`src/rtl/backprop_sequencer.sv`:
```
// ---------------------------------------------------------------------------
// backprop_sequencer
//
// Control sequencer for backprop_stack. A pass walks the layers from the last
// one down to layer 0. For every layer it first feeds `size` input rows, then
// it drains that layer's `size` weight-row updates before moving down a layer.
//
// Ports
//   clk                  rising-edge clock
//   rst_n                asynchronous active-low reset
//   start                pulse, begins a pass (only looked at in IDLE)
//   abort                synchronous abort, returns to IDLE next cycle
//   cfg_num_layers       layer count, latched when a start is accepted
//   row_valid            upstream row data valid for the current row
//   is_update_weight     one update row presented this cycle (DRAIN only)
//   row_ready            row consumed this cycle
//   current_input_layer  layer index being processed
//   current_input_row    row index within the layer, 0..size-1
//   is_last_layer        current layer is cfg_num_layers-1
//   start_new_layer      one-cycle pulse at the start of each layer
//   read_update_data     high throughout DRAIN
//   active_train         high in LAYER_START, ROW_FEED and DRAIN
//   busy                 high whenever the sequencer is not idle
//   done                 one-cycle pulse when a pass completes
//   err                  one-cycle pulse on a bad config or a drain timeout
// ---------------------------------------------------------------------------
module backprop_sequencer #(
  parameter int max_layer_size = 4,
  parameter int data_size      = 16,
  parameter int size           = 3,
  parameter int drain_timeout  = 16
) (
  input  logic        clk,
  input  logic        rst_n,
  input  logic        start,
  input  logic        abort,
  input  logic [31:0] cfg_num_layers,
  input  logic        row_valid,
  input  logic        is_update_weight,
  output logic        row_ready,
  output logic [31:0] current_input_layer,
  output logic [31:0] current_input_row,
  output logic        is_last_layer,
  output logic        start_new_layer,
  output logic        read_update_data,
  output logic        active_train,
  output logic        busy,
  output logic        done,
  output logic        err
);

  localparam logic [2:0] S_IDLE        = 3'd0;
  localparam logic [2:0] S_LAYER_START = 3'd1;
  localparam logic [2:0] S_ROW_FEED    = 3'd2;
  localparam logic [2:0] S_DRAIN       = 3'd3;
  localparam logic [2:0] S_DONE        = 3'd4;

  // Both drain counters share one width, wide enough for the larger limit.
  localparam int cnt_max = (size > drain_timeout) ? size : drain_timeout;
  localparam int cnt_w   = $clog2(cnt_max + 1);

  // A degenerate parameter set can never start a pass.
  localparam bit params_ok = (data_size > 0) && (size > 0) &&
                             (drain_timeout > 0) && (max_layer_size > 0);

  logic [2:0]       state, state_n;
  logic [31:0]      num_layers, num_layers_n;
  logic [31:0]      layer_n, row_n;
  logic [cnt_w-1:0] upd_cnt, upd_cnt_n;
  logic [cnt_w-1:0] idle_cnt, idle_cnt_n;
  logic [cnt_w-1:0] upd_inc, idle_inc;
  logic             err_n;
  logic             cfg_ok;
  logic             active_n;

  assign upd_inc  = upd_cnt + cnt_w'(1);
  assign idle_inc = idle_cnt + cnt_w'(1);

  assign cfg_ok = params_ok &&
                  (cfg_num_layers >= 32'd1) &&
                  (cfg_num_layers <= 32'(max_layer_size));

  // row_ready is the only output not taken from a flop: it reports that the
  // row offered this very cycle is being consumed, so upstream can advance
  // its data on the same edge the row counter advances.
  assign row_ready = (state == S_ROW_FEED) && row_valid && !abort;

  // Next-state logic. Layer/row indices are zeroed whenever the sequencer
  // falls back to IDLE so that the idle outputs read as all zeros.
  always_comb begin
    state_n      = state;
    num_layers_n = num_layers;
    layer_n      = current_input_layer;
    row_n        = current_input_row;
    upd_cnt_n    = upd_cnt;
    idle_cnt_n   = idle_cnt;
    err_n        = 1'b0;

    case (state)
      S_IDLE: begin
        if (start) begin
          if (cfg_ok) begin
            num_layers_n = cfg_num_layers;
            layer_n      = cfg_num_layers - 32'd1;
            row_n        = 32'd0;
            state_n      = S_LAYER_START;
          end else begin
            err_n = 1'b1;
          end
        end
      end

      S_LAYER_START: begin
        row_n   = 32'd0;
        state_n = S_ROW_FEED;
      end

      S_ROW_FEED: begin
        if (row_valid) begin
          if (current_input_row == 32'(size - 1)) begin
            upd_cnt_n  = '0;
            idle_cnt_n = '0;
            state_n    = S_DRAIN;
          end else begin
            row_n = current_input_row + 32'd1;
          end
        end
      end

      // The layer finishes on the cycle the size-th update arrives, and the
      // timeout fires on the drain_timeout-th consecutive empty cycle.
      S_DRAIN: begin
        if (is_update_weight) begin
          idle_cnt_n = '0;
          if (upd_inc == cnt_w'(size)) begin
            upd_cnt_n = '0;
            row_n     = 32'd0;
            if (current_input_layer == 32'd0) begin
              state_n = S_DONE;
            end else begin
              layer_n = current_input_layer - 32'd1;
              state_n = S_LAYER_START;
            end
          end else begin
            upd_cnt_n = upd_inc;
          end
        end else if (idle_inc == cnt_w'(drain_timeout)) begin
          err_n      = 1'b1;
          idle_cnt_n = '0;
          upd_cnt_n  = '0;
          layer_n    = 32'd0;
          row_n      = 32'd0;
          state_n    = S_IDLE;
        end else begin
          idle_cnt_n = idle_inc;
        end
      end

      S_DONE: begin
        layer_n = 32'd0;
        row_n   = 32'd0;
        state_n = S_IDLE;
      end

      default: begin
        layer_n = 32'd0;
        row_n   = 32'd0;
        state_n = S_IDLE;
      end
    endcase

    // Abort wins over every transition above and is not an error.
    if (abort) begin
      state_n    = S_IDLE;
      layer_n    = 32'd0;
      row_n      = 32'd0;
      upd_cnt_n  = '0;
      idle_cnt_n = '0;
      err_n      = 1'b0;
    end
  end

  assign active_n = (state_n == S_LAYER_START) ||
                    (state_n == S_ROW_FEED) ||
                    (state_n == S_DRAIN);

  // State, counters and the registered outputs, all decoded from next-state.
  always_ff @(posedge clk or negedge rst_n) begin
    if (!rst_n) begin
      state               <= S_IDLE;
      num_layers          <= 32'd0;
      upd_cnt             <= '0;
      idle_cnt            <= '0;
      current_input_layer <= 32'd0;
      current_input_row   <= 32'd0;
      is_last_layer       <= 1'b0;
      start_new_layer     <= 1'b0;
      read_update_data    <= 1'b0;
      active_train        <= 1'b0;
      busy                <= 1'b0;
      done                <= 1'b0;
      err                 <= 1'b0;
    end else begin
      state               <= state_n;
      num_layers          <= num_layers_n;
      upd_cnt             <= upd_cnt_n;
      idle_cnt            <= idle_cnt_n;
      current_input_layer <= layer_n;
      current_input_row   <= row_n;
      is_last_layer       <= active_n && (layer_n == num_layers_n - 32'd1);
      start_new_layer     <= (state_n == S_LAYER_START);
      read_update_data    <= (state_n == S_DRAIN);
      active_train        <= active_n;
      busy                <= (state_n != S_IDLE);
      done                <= (state_n == S_DONE);
      err                 <= err_n;
    end
  end

endmodule

```
`config.mk`:
```
export PLATFORM = sky130hd
export DESIGN_NAME = backprop_sequencer
export DESIGN_NICKNAME = d
export VERILOG_FILES = /design/src/rtl/backprop_sequencer.sv
export SDC_FILE = /design/constraint.sdc
export NUM_CORES = 1
export LEC_CHECK = 0
export CAP_MARGIN = 20
export CORE_MARGIN = 3
export CORE_UTILIZATION = 36
export CTS_BUF_LIST = sky130_fd_sc_hd__clkbuf_8 sky130_fd_sc_hd__clkbuf_16
export CTS_CLUSTER_SIZE = 8
export DETAILED_ROUTE_END_ITERATION = 6
export PLACE_DENSITY_LB_ADDON = 0.3
export SYNTH_ARGS = -nofsm -noshare
export SYNTH_HDL_FRONTEND = slang
export SYNTH_SLANG_ARGS = --single-unit
```
`constraint.sdc`:
```
create_clock -name clk -period 8.5 [get_ports clk]
set_clock_uncertainty 0.1 [all_clocks]
set_input_delay 0.85 -clock clk [delete_from_list [all_inputs] [get_ports clk]]
set_output_delay 0.85 -clock clk [all_outputs]
set_load 0.005 [all_outputs]
```
==> metrics.md <==
| Metric | Value |
|---|---|
| Status | `completed` |
| Leakage power | `0.00411 uW` |
| CTS buffer count | `17` |
| Worst min path class | `in -> async` |
| Synth area leaders | `dfrtp_1 38%, xnor2_1 5.7%, nor2_1 4.8%` |
| RR Startpoint | `state[2]$_DFF_PN0_` |
| Fin crit period | `6190 ps` |
| Layout Utilization | `47.1%` |
| Max-slew violation count | `0` |
| # diodes | `0` |
| Post-synthesis sequential area ratio | `37.9%` |
| Post-CTS Setup Bufs | `0` |
| Max-slew headroom | `29.9%` |
| First-pass GRT wire length | `39600 um` |
| Max Cap Violations | `0` |
| CP max stage delay | `620 ps` |
| Worst EP arrival | `6410 ps` |
| DP Worst Slack | `1930 ps` |
| PwrDens | `146 nW/um2` |
| Longest Clk Path Bufs | `2` |
| # fillers | `2052` |
| Fin crit share | `72.9%` |
| Reg2reg path depth | `14` |
| # rows | `52` |
| Top_reg_cell synth | `dfrtp_1` |
| Vias per cell | `5.77` |
| CTS Sinks | `116` |
| Post-Synthesis Cells | `901` |
| First DRT Iteration DRCs | `823` |
| Worst setup EP type | `register` |
| Worst-path clk slew | `50 ps` |
| Critical path type | `in -> reg` |
| Flop-to-flop setup slack | `3210 ps` |
| Mean Syn Cell Area | `8.49 um2` |
| Via count | `7441` |
| Post-cts sizing count | `0` |
| Cell family with most CP delay | `simple AND/OR/NAND/NOR gates` |
| Residual DRC count | `0` |
| Full die area | `23000 um2` |
| Post-synthesis cell type count | `71` |
| Nets | `1055` |
| CP max-delay cell | `or4_1` |
| Final worst slack | `2310 ps` |
| Yosys warns | `0` |
| Worst path depth | `17` |
| Max VDD drop | `0.000106 V` |
| CTS tree | `yes` |
| Ports | `110` |
| Worst setup SP type | `input port` |
| IO Port Bufs | `109` |
| Maximum net fanout on the critical path | `18` |
| Share of layout cells above drive strength 1 | `6.67%` |
| First-pass DRT Iterations | `5` |
| Final hold viol count | `0` |
| Number of synthesized flops with an enable pin | `0` |
| Final setup fails | `0` |
| Max Clock Freq | `161 MHz` |
| Die X | `152 um` |
| Critical path buffers and inverters | `1` |
| Reg-to-Reg End | `is_last_layer$_DFF_PN0_` |
| DP Wirelength | `18900 um` |
| Fin Setup TNS | `0 ps` |
| Area leader, netlist | `dfrtp_1` |
| Asr flop ratio synth | `100%` |
| Unrepaired setup endpoints after global routing | `false` |
| Largest net degree at the start of global routing | `65` |
| CTS Hold Bufs | `0` |
| Core Area | `20600 um2` |
| Antenna violations before repair | `0` |
| Root buf cell | `clkbuf_16` |
| Chip height | `152 um` |
| Gr usage total | `22.3%` |
| Clock Latency Late Sink | `420 ps` |
| Yosys reg bits | `116` |
| Crit path cell chain | `clkdlybuf4s50_1, or4_1, or4_4, nor4_4, nand3_2, a21oi_1, ha_1, nor2b_1, nand4_1, or3_1, nor2_1, xnor2_1, xnor2_1, or3_1, a2111oi_2, nand3_1, a2111oi_2` |
| Antenna-violating nets left | `0` |
| DRT Wirelength | `25200 um` |
| Data required time of the critical path | `8710 ps` |
| Layout area overhead | `26.5%` |
| Cell area after synthesis | `7650 um2` |
| Tightest Pin Transition | `1050 ps` |
| Initial Util | `37.2%` |
| H-tree levels | `4` |
| Post-synthesis net count | `949` |
| Routability cong. | `0.937` |
| Congestion Overflow GR | `0` |
| Drt wl/cell | `19.5 um` |
| Number of global-route vias before repair | `6919` |
| Yosys top cell area share | `37.9%` |
## worst max-delay path by stage
stage | from | to | slack [ps]
after floorplan | cfg_num_layers[26] | is_last_layer$_DFF_PN0_ | 2930
after global placement | cfg_num_layers[12] | is_last_layer$_DFF_PN0_ | 2040
after detailed placement | cfg_num_layers[12] | is_last_layer$_DFF_PN0_ | 1930
after CTS | cfg_num_layers[12] | is_last_layer$_DFF_PN0_ | 2340
after global routing | cfg_num_layers[12] | is_last_layer$_DFF_PN0_ | 1910
final | cfg_num_layers[12] | is_last_layer$_DFF_PN0_ | 2310
## flip-flops by register name, indices dropped and copies added (netlist names)
name                 cells
is_last_layer            1
busy                     1
active_train             1
done                     1
err                      1
current_input_row       32
state                    3
upd_cnt                  5
read_update_data         1
current_input_layer     32
idle_cnt                 5
start_new_layer          1
num_layers              32
## synth_stat cells (all sizes together) (4+ instances only)
master	count
clkbuf	28
xnor2	50
nand3b	4
nand3	55
o31ai	5
nor4b	5
or3	29
ha	10
o21ai	49
nor2b	4
nand2	80
nand4	26
or4	19
a21oi	45
and3	11
nor4	28
o211ai	10
dfrtp	116
a22oi	5
nand2b	10
inv	17
and4	4
nor3	42
buf	6
or2	4
nor3b	5
a21boi	4
and2	30
a31oi	12
xor2	38
nor2	99
## report_power, final
group	total (uW)	switching [uW]	internal [uW]	leakage (uW)
clock	807	259	548	0.000337
sequential	553	0.0553	553	0.00162
combinational	57.1	35.1	22.0	0.00215
total	1420	294	1120	0.00411
## per-layer routing
metal,part of all wire [%],GRT usage [%],vias to the layer above
met2,44,33.6,322
met1,44,32.1,3555
met3,8.2,4.19,50
met4,2.9,7.95,0
met5,0,0,-
li1,-,-,3514
## stage by stage
step | instances | total power (uW) | instance area (um2) | hold WS [ps]
after floorplan | 901 | 578 | 7650 | 365
after global placement | 1258 | 619 | 9020 | 404
after detailed placement | 1258 | 620 | 9020 | 396
after CTS | 1290 | 1430 | 9680 | 409
after global routing | 1290 | 1460 | 9680 | 428
final | 1290 | 1420 | 9680 | 385
## kinds of logic (layout without fill, tap and decap cells)
| group | Yosys count | in the layout | synth area share, % |
|---|---|---|---|
| buf+inv | 51 | 170 | 2.76 |
| fa+ha+maj | 10 | 10 | 1.64 |
| flops | 116 | 116 | 37.9 |
| compound gates | 169 | 169 | 14.1 |
| simple gates | 462 | 462 | 32.8 |
| xor+xnor | 88 | 88 | 10.1 |
| mux | 5 | 5 | 0.703 |
## layout by cell type, fill, tap and decap left out, types with 11 or more instances in the layout
master           count
dfrtp_1            116
clkdlybuf4s50_1    108
nor2_1              97
nand2_1             80
nand3_1             53
xnor2_1             50
o21ai_0             46
a21oi_1             45
nor3_1              42
xor2_1              38
and2_1              30
or3_1               29
nand4_1             26
nor4_1              25
inv_1               20
clkbuf_16           17
or4_1               13
buf_4               13
a31oi_1             11
and3_1              11
## cell type report
| class | instances | area (um2) | share of cell area (%) |
|---|---|---|---|
| multi-input combinational | 734 | 4540 | 46.9 |
| clock inverter | 11 | 180 | 1.86 |
| sequential | 116 | 2900 | 30.0 |
| clock buffer | 21 | 480 | 4.96 |
| tap | 270 | 338 | 3.49 |
| inverter | 17 | 63.8 | 0.659 |
| timing repair buffer | 121 | 1180 | 12.2 |
No activity file was read; power rests on OpenSTA's default activity.
